[src/rtl/carry8_seq_pkg.sv]
// carry8_seq_pkg: shared types, slice width and counter sizing for the sequential CARRY8 adder
package carry8_seq_pkg;
  localparam int SLICE_W = 8;
  typedef enum logic [1:0] {IDLE, RUN, DONE} state_t;
  function automatic int clog2_min1(input int v);
    return (v <= 2) ? 1 : $clog2(v);
  endfunction
endpackage

[src/rtl/carry8_slice.sv]
// carry8_slice: one combinational CARRY8 primitive (S=x^y, DI=x, CI=ci) with its top two carry-outs
module carry8_slice
  import carry8_seq_pkg::*;
(
  input  logic [SLICE_W-1:0] i_x,
  input  logic [SLICE_W-1:0] i_y,
  input  logic               i_ci,
  output logic [SLICE_W-1:0] o_o,
  output logic               o_co7,
  output logic               o_co6
);
  logic [SLICE_W-1:0] w_s;
  logic [SLICE_W:0]   w_c;
  assign w_s = i_x ^ i_y;
  // propagate when S is set, otherwise generate/kill from DI
  always_comb begin
    w_c[0] = i_ci;
    for (int i = 0; i < SLICE_W; i++) w_c[i+1] = w_s[i] ? w_c[i] : i_x[i];
  end
  assign o_o   = w_s ^ w_c[SLICE_W-1:0];
  assign o_co7 = w_c[SLICE_W];
  assign o_co6 = w_c[SLICE_W-1];
endmodule

[src/rtl/carry8_seq_adder.sv]
// carry8_seq_adder: WIDTH-bit add/sub computed one byte per cycle through a single shared CARRY8 slice
module carry8_seq_adder
  import carry8_seq_pkg::*;
#(
  parameter int WIDTH = 64
) (
  input  logic             clk,
  input  logic             rst_n,
  input  logic             in_valid,
  output logic             in_ready,
  input  logic [WIDTH-1:0] a,
  input  logic [WIDTH-1:0] b,
  input  logic             op_sub,
  input  logic             cin,
  output logic             out_valid,
  input  logic             out_ready,
  output logic [WIDTH-1:0] sum,
  output logic             cout,
  output logic             ovf,
  output logic             busy
);
  localparam int N  = WIDTH / SLICE_W;
  localparam int CW = clog2_min1(N);
  localparam logic [CW-1:0] LAST = CW'(N - 1);

  if (WIDTH < SLICE_W || WIDTH % SLICE_W != 0) begin : g_bad_width
    $error("carry8_seq_adder: WIDTH must be a positive multiple of 8");
  end

  state_t r_state, w_next;
  logic [WIDTH-1:0] r_opa, r_opb, r_sum;
  logic             r_carry, r_cout, r_ovf;
  logic [CW-1:0]    r_cnt;
  logic [SLICE_W-1:0] w_o;
  logic w_co7, w_co6, w_acc, w_last;

  carry8_slice u_slice (
    .i_x   (r_opa[SLICE_W-1:0]),
    .i_y   (r_opb[SLICE_W-1:0]),
    .i_ci  (r_carry),
    .o_o   (w_o),
    .o_co7 (w_co7),
    .o_co6 (w_co6)
  );

  always_comb begin
    in_ready  = r_state == IDLE;
    out_valid = r_state == DONE;
    busy      = r_state != IDLE;
    w_acc     = in_valid && r_state == IDLE;
    w_last    = r_cnt == LAST;
    w_next    = w_acc                                ? RUN  :
                (r_state == RUN && w_last)           ? DONE :
                (r_state == DONE && out_ready)       ? IDLE : r_state;
  end

  assign sum  = r_sum;
  assign cout = r_cout;
  assign ovf  = r_ovf;

  always_ff @(posedge clk or negedge rst_n) begin
    if (!rst_n) begin
      r_state <= IDLE;
      r_opa   <= '0;
      r_opb   <= '0;
      r_sum   <= '0;
      r_carry <= 1'b0;
      r_cout  <= 1'b0;
      r_ovf   <= 1'b0;
      r_cnt   <= '0;
    end else begin
      r_state <= w_next;
      if (w_acc) begin
        r_opa   <= a;
        r_opb   <= op_sub ? ~b : b;
        r_carry <= cin ^ op_sub;
        r_cnt   <= '0;
      end else if (r_state == RUN) begin
        // each result byte enters at the top so byte 0 lands at the bottom after N steps
        r_sum   <= (r_sum >> SLICE_W) | (WIDTH'(w_o) << (WIDTH - SLICE_W));
        r_opa   <= r_opa >> SLICE_W;
        r_opb   <= r_opb >> SLICE_W;
        r_carry <= w_co7;
        r_cnt   <= r_cnt + 1'b1;
        if (w_last) begin
          r_cout <= w_co7;
          r_ovf  <= w_co7 ^ w_co6;
        end
      end
    end
  end
endmodule
[config.mk]
export PLATFORM = sky130hd
export DESIGN_NAME = carry8_seq_adder
export DESIGN_NICKNAME = d
export VERILOG_FILES = /design/src/rtl/carry8_seq_pkg.sv /design/src/rtl/carry8_slice.sv /design/src/rtl/carry8_seq_adder.sv
export SDC_FILE = /design/constraint.sdc
export NUM_CORES = 1
export LEC_CHECK = 0
export CAP_MARGIN = 40
export CORE_MARGIN = 5
export CORE_UTILIZATION = 56
export CTS_BUF_LIST = sky130_fd_sc_hd__clkbuf_4
export CTS_CLUSTER_DIAMETER = 40
export DETAILED_ROUTE_END_ITERATION = 8
export GPL_TIMING_DRIVEN = 0
export PLACE_DENSITY = 0.87
export SYNTH_ARGS = -nofsm -noshare
export SYNTH_HDL_FRONTEND = slang
export SYNTH_HIERARCHICAL = 1
export SYNTH_SLANG_ARGS = --single-unit
export TNS_END_PERCENT = 100
[constraint.sdc]
create_clock -name clk -period 4.95 [get_ports clk]
set_clock_uncertainty 0.15 [all_clocks]
set_input_delay 0.99 -clock clk [delete_from_list [all_inputs] [get_ports clk]]
set_output_delay 0.99 -clock clk [all_outputs]
set_load 0.01 [all_outputs]
; ---- Word-level counts from Yosys, hierarchy flattened
; Index checks and enable logic that the tools add are counted.
[totals]
out_inout_bits = 69
ff_bits = 200
in_bits = 134
[op_classes]
n_bitwise = 7
n_eq_ne = 3
n_reduce_logical = 9
n_mux = 20
n_addsub = 1
[op_table]
columns = operator, count
row1 = 64-bit two-way mux, 5
row2 = 64-bit NOT, 1
row3 = 56-bit by 64-bit bitwise OR with 64-bit output, 1
row4 = 8-bit XOR, 2
row5 = 1-bit two-way mux, 10
row6 = 2-bit two-way mux, 3
row7 = 3-bit two-way mux, 2
row8 = 2-bit nonzero test, 2
row9 = "3-bit by 1-bit adder with 3-bit output, second input constant", 1
row10 = "3-bit equality test, second input constant", 1
row11 = 1-bit logical AND, 3
row12 = 3-bit AND reduction, 1
row13 = 3-bit nonzero test, 1
row14 = "2-bit by 1-bit equality test with 1-bit output, second input constant", 1
row15 = "2-bit equality test, second input constant", 1
row16 = 2-bit zero test, 1
row17 = 2-bit AND reduction, 1
row18 = 1-bit XOR, 2
row19 = 1-bit NOT, 1

; ---- Logic depth before layout (Yosys ltp)
[logic_depth]
ltp_word = 11
mapped_depth = 7
depth_no_buf = 7

; ---- By module
; The synthesis kept the hierarchy.
[modules_own_cells]
columns = module, area_each_um2, n_inst, seq_area_each_um2, cells_per_inst
row1 = carry8_seq_adder, 8824.7, 1, 5004.8, 928
row2 = carry8_slice, 304.0, 1, 0.0, 44

; ---- Least setup slack after synthesis
; Ideal clock, no wire load.
[synth_path]
kind = reg2reg
startpoint = register r_carry
endpoint = register r_cout (netlist: cout)
path_stages_with_launch = 7
setup_slack_ns = 2.667
arrival_ns = 2.008
path_cell_list = dfrtp_1 -> maj3_2 -> a221oi_2 -> nor3_1 -> o31a_1 -> maj3_2 -> mux2_2
[synth_between]
elab_chain_len = 8
[synth_rtl]
columns = element, line_no
row1 = "start, declared", carry8_seq_adder.sv:32  ; logic r_carry, r_cout, r_ovf;
row2 = "start signal, assigned", carry8_seq_adder.sv:76  ; r_carry <= cin ^ op_sub;
row3 = "start signal, assigned", carry8_seq_adder.sv:83  ; r_carry <= w_co7;
row4 = 1-bit two-way mux (7 in series), carry8_slice.sv:18  ; for (int i = 0; i < SLICE_W; i++) w_c[i+1] = w_s[i] ? w_c[i] : i_x[i];
row5 = net w_co6, carry8_seq_adder.sv:35  ; logic w_co7, w_co6, w_acc, w_last;
row6 = 1-bit two-way mux, carry8_slice.sv:18
row7 = net w_co7, carry8_seq_adder.sv:35
row8 = "end signal, assigned", carry8_seq_adder.sv:86  ; r_cout <= w_co7;
row9 = "end, declared", carry8_seq_adder.sv:32
; The timed path passes the listed nets, and every way through them passes these cells.
; A chain may end at the register's enable or synchronous reset.

; ---- Worst setup path after layout
[layout_path]
startpoint = register r_state[1]
endpoint = output in_ready
[layout_between]
elab_chain_len = 1
[layout_rtl]
columns = element, line_no
row1 = "start, declared", carry8_seq_adder.sv:30  ; state_t r_state, w_next;
row2 = "start signal, assigned", carry8_seq_adder.sv:72  ; r_state <= w_next;
row3 = 2-bit zero test, carry8_seq_adder.sv:47  ; in_ready = r_state == IDLE;
row4 = "end, declared", carry8_seq_adder.sv:10  ; output logic in_ready,
; Every way passes these cells.

==> flow_summary.toml <==
[cts]
htreeDepth = 4
cts_root_buf = "clkbuf_4"
cts.clk_slew.worst_paths_ps = 150
postCtsHoldBufs = 0
cts_made_buffers = 17
cts.sinks = 200
cts_tree = "built"
post_cts_buffers = 0
postCtsResizedCells = 0
clockBufferDepth = 2
insertion_delay_ps = 590

[worst_setup_path]
critPathLaunchType = "flop"
cp-end-kind = "output port"
crit_arrival_ps = 2020
reg2reg_from = "r_carry"
crit_chain = "or2_2 > inv_1 > clkdlybuf4s50_1"
crit_start = "r_state[1]"
slowest_stage = "clkdlybuf4s50_1"
crit_fanout = 9
worstPathRequired_ps = 3810
critPathKind = "flop to output port"
slowest_delay_ps = 530

[run]
cap_violations = 0

[place]
placed_area_sq_um = 11440
dp_hpwl_mm = 18.43
gp_congestion = 0.8521
post-place-cells = 1390
io_buffers = 201

[pwr]
swShare_pct = 24.35
powerDensity_nw_per_um2 = 252.1
power_leakage_nw = 5.480
p_clk_share_pct = 29.9
p_seq_share_pct = 59.3
power_frac_comb_pct = 10.8
ir_drop_mv = 0.1890
p_switching_uw = 720.1
internal_power_mw = 2.237

[floorplanning]
core_area_sq_um = 15940
die-area_sq_um = 18950
die_x_um = 137.7
ios = 203
num_rows = 46
start_util_pct = 57.26
die_h_um = 137.7

[timing]
setup_tns_ps = 0
fmax_mhz = 316.6
post-route-min-period_ps = 3159
fin_crit_sh_pct = 63.81
max_slew.worst_pin.slew_ps = 692.8
rsz0062_at_grt = "false"
setup_violations = 0
maxSlewHeadroom_pct = 53.81
hold_viol = 0
slew_viol_final = 0

[synth]
synth.largest_area_cell = "dfrtp_1"
synth_common_cells = "nand2_1 (343), dfrtp_1 (200), nor2_1 (102)"
ys.flop_type = "dfrtp_1"
syn_avg_cell_area_sq_um = 9.392
synth_edf_count = 0
synthMostInstantiatedCell = "nand2_1"
netlist_instances = 972
yosys_warnings = 6
synthArstFlopShare_pct = 100.0
ys_seq_elements = 200
ys_types = 34
synth_top_area_share_pct = 54.82
syn_area_sq_um = 9129
synth-seq-area-share_pct = 54.82
synthTopCellsByArea = "dfrtp_1 (55%), nand2_1 (14%), xnor2_1 (7.0%)"
synth_fp_nets = 1108

[global_routing]
grt_pass1_wl_mm = 38.40
grt_pass1_vias = 7709
overflow = 0
grt.total_usage_pct = 26.19
grt_max_degree = 124
antenna_found_initial = 3

[run_status]
status = "completed"

[cells_and_area]
diodes = 0
design_area_sq_um = 11730
n_fill_cell = 1136
finalNonFillerCells = 1422
fin_util_pct = 73.58
layout.nets = 1329
area_growth_pct = 28.50
drive_gt1_share_pct = 7.214

[routing]
final_antenna_net_count = 0
totalWireLength_mm = 24.17
drtIter0Drc = 515
vias = 7873
drc = 0
dr.pass1.iters = 7
wire_per_inst_um = 16.99
viasPerCell = 5.537

[worst_hold_path]
hold_class = "input port to async pin"
## cells by family (layout without fill, tap and decap cells)
logic type      Yosys count  in the layout  share of synthesized area (%)
compound gates          140            140                          12.02
xor+xnor                 82             82                          7.867
fa+ha+maj                 4              4                         0.5208
buf+inv                  73            307                          4.660
flops                   200            200                          54.82
mux                       1              1                         0.1233
simple gates            472            472                          19.98
## sequential cells by signal (all words and copies together) (netlist names)
register	flops
sum	64
r_cnt	3
r_opa	64
ovf	1
r_state	2
r_carry	1
cout	1
r_opb	64
## cell usage in the layout (no fill, tap or decap), types with 3 or more instances in the layout
| cell | n |
|---|---|
| clkinv_1 | 4 |
| o21ai_1 | 4 |
| clkbuf_4 | 17 |
| o21ai_2 | 4 |
| clkinv_2 | 4 |
| nor2_1 | 102 |
| clkbuf_1 | 22 |
| buf_6 | 15 |
| buf_2 | 31 |
| a21oi_1 | 5 |
| a22oi_1 | 16 |
| inv_1 | 3 |
| a31oi_1 | 46 |
| dfrtp_1 | 200 |
| bufinv_16 | 3 |
| a221o_1 | 52 |
| xor2_1 | 9 |
| clkdlybuf4s50_1 | 200 |
| nand2_1 | 343 |
| o21ai_0 | 7 |
| xnor2_1 | 73 |
| nand3_1 | 18 |
## layer usage
layer / GRT usage, % / part of all wire [%] / vias to the layer above
met2: 44.31 / 49 / 325
li1: - / - / 3673
met1: 33.00 / 40 / 3821
met5: 0 / 0.16 / -
met4: 8.647 / 2.4 / 6
met3: 6.611 / 8.5 / 48
## metrics by stage
step           worst slack, ps  hold slack (ps)  total power, mW
2_1_floorplan             2667            295.8            1.917
3_3_place_gp             -5310            307.4            2.090
3_5_place_dp              2034            313.4            2.102
4_1_cts                   1766            189.2            2.963
5_1_grt                   1717            215.1            3.070
6_report                  1791            188.4            2.957
## power groups by stage
stage                     sequential [mW]  combinational, mW  clock [mW]
final                                1.75              0.320       0.885
after global routing                 1.76              0.350       0.960
after CTS                            1.75              0.322       0.891
after detailed placement             1.78              0.321           0
after global placement               1.78              0.310           0
after floorplan                      1.76              0.152           0
## final timing paths
check,slack [ps],endpoint,cells after the start
max,1790,in_ready,3
min,190,r_opb[3],1
max reg2reg,2440,ovf,7
min reg2reg,350,r_opa[37],2
max in group asynchronous,3480,r_opa[35],2
min in group clk,350,r_opa[37],2
## worst max-delay path, delay by kind of cell, from the launching register on
kind                   cells  cell delay [ps]
buffers and inverters      2              580
DFF                        1              500
and+or+nand+nor            1              340
## area by class of cell
cell class | instances | area (sq um) | share of cell area, %
plain buffers | 70 | 414.1 | 3.531
clock buffers | 17 | 127.6 | 1.088
clock inverters | 15 | 158.9 | 1.355
inverters | 3 | 11.26 | 0.09600
multi-input cells | 699 | 3699 | 31.53
flip-flops and latches | 200 | 5005 | 42.67
well taps | 216 | 270.3 | 2.304
repair buffers | 202 | 2044 | 17.43
No activity file was read; power rests on OpenSTA's default activity.
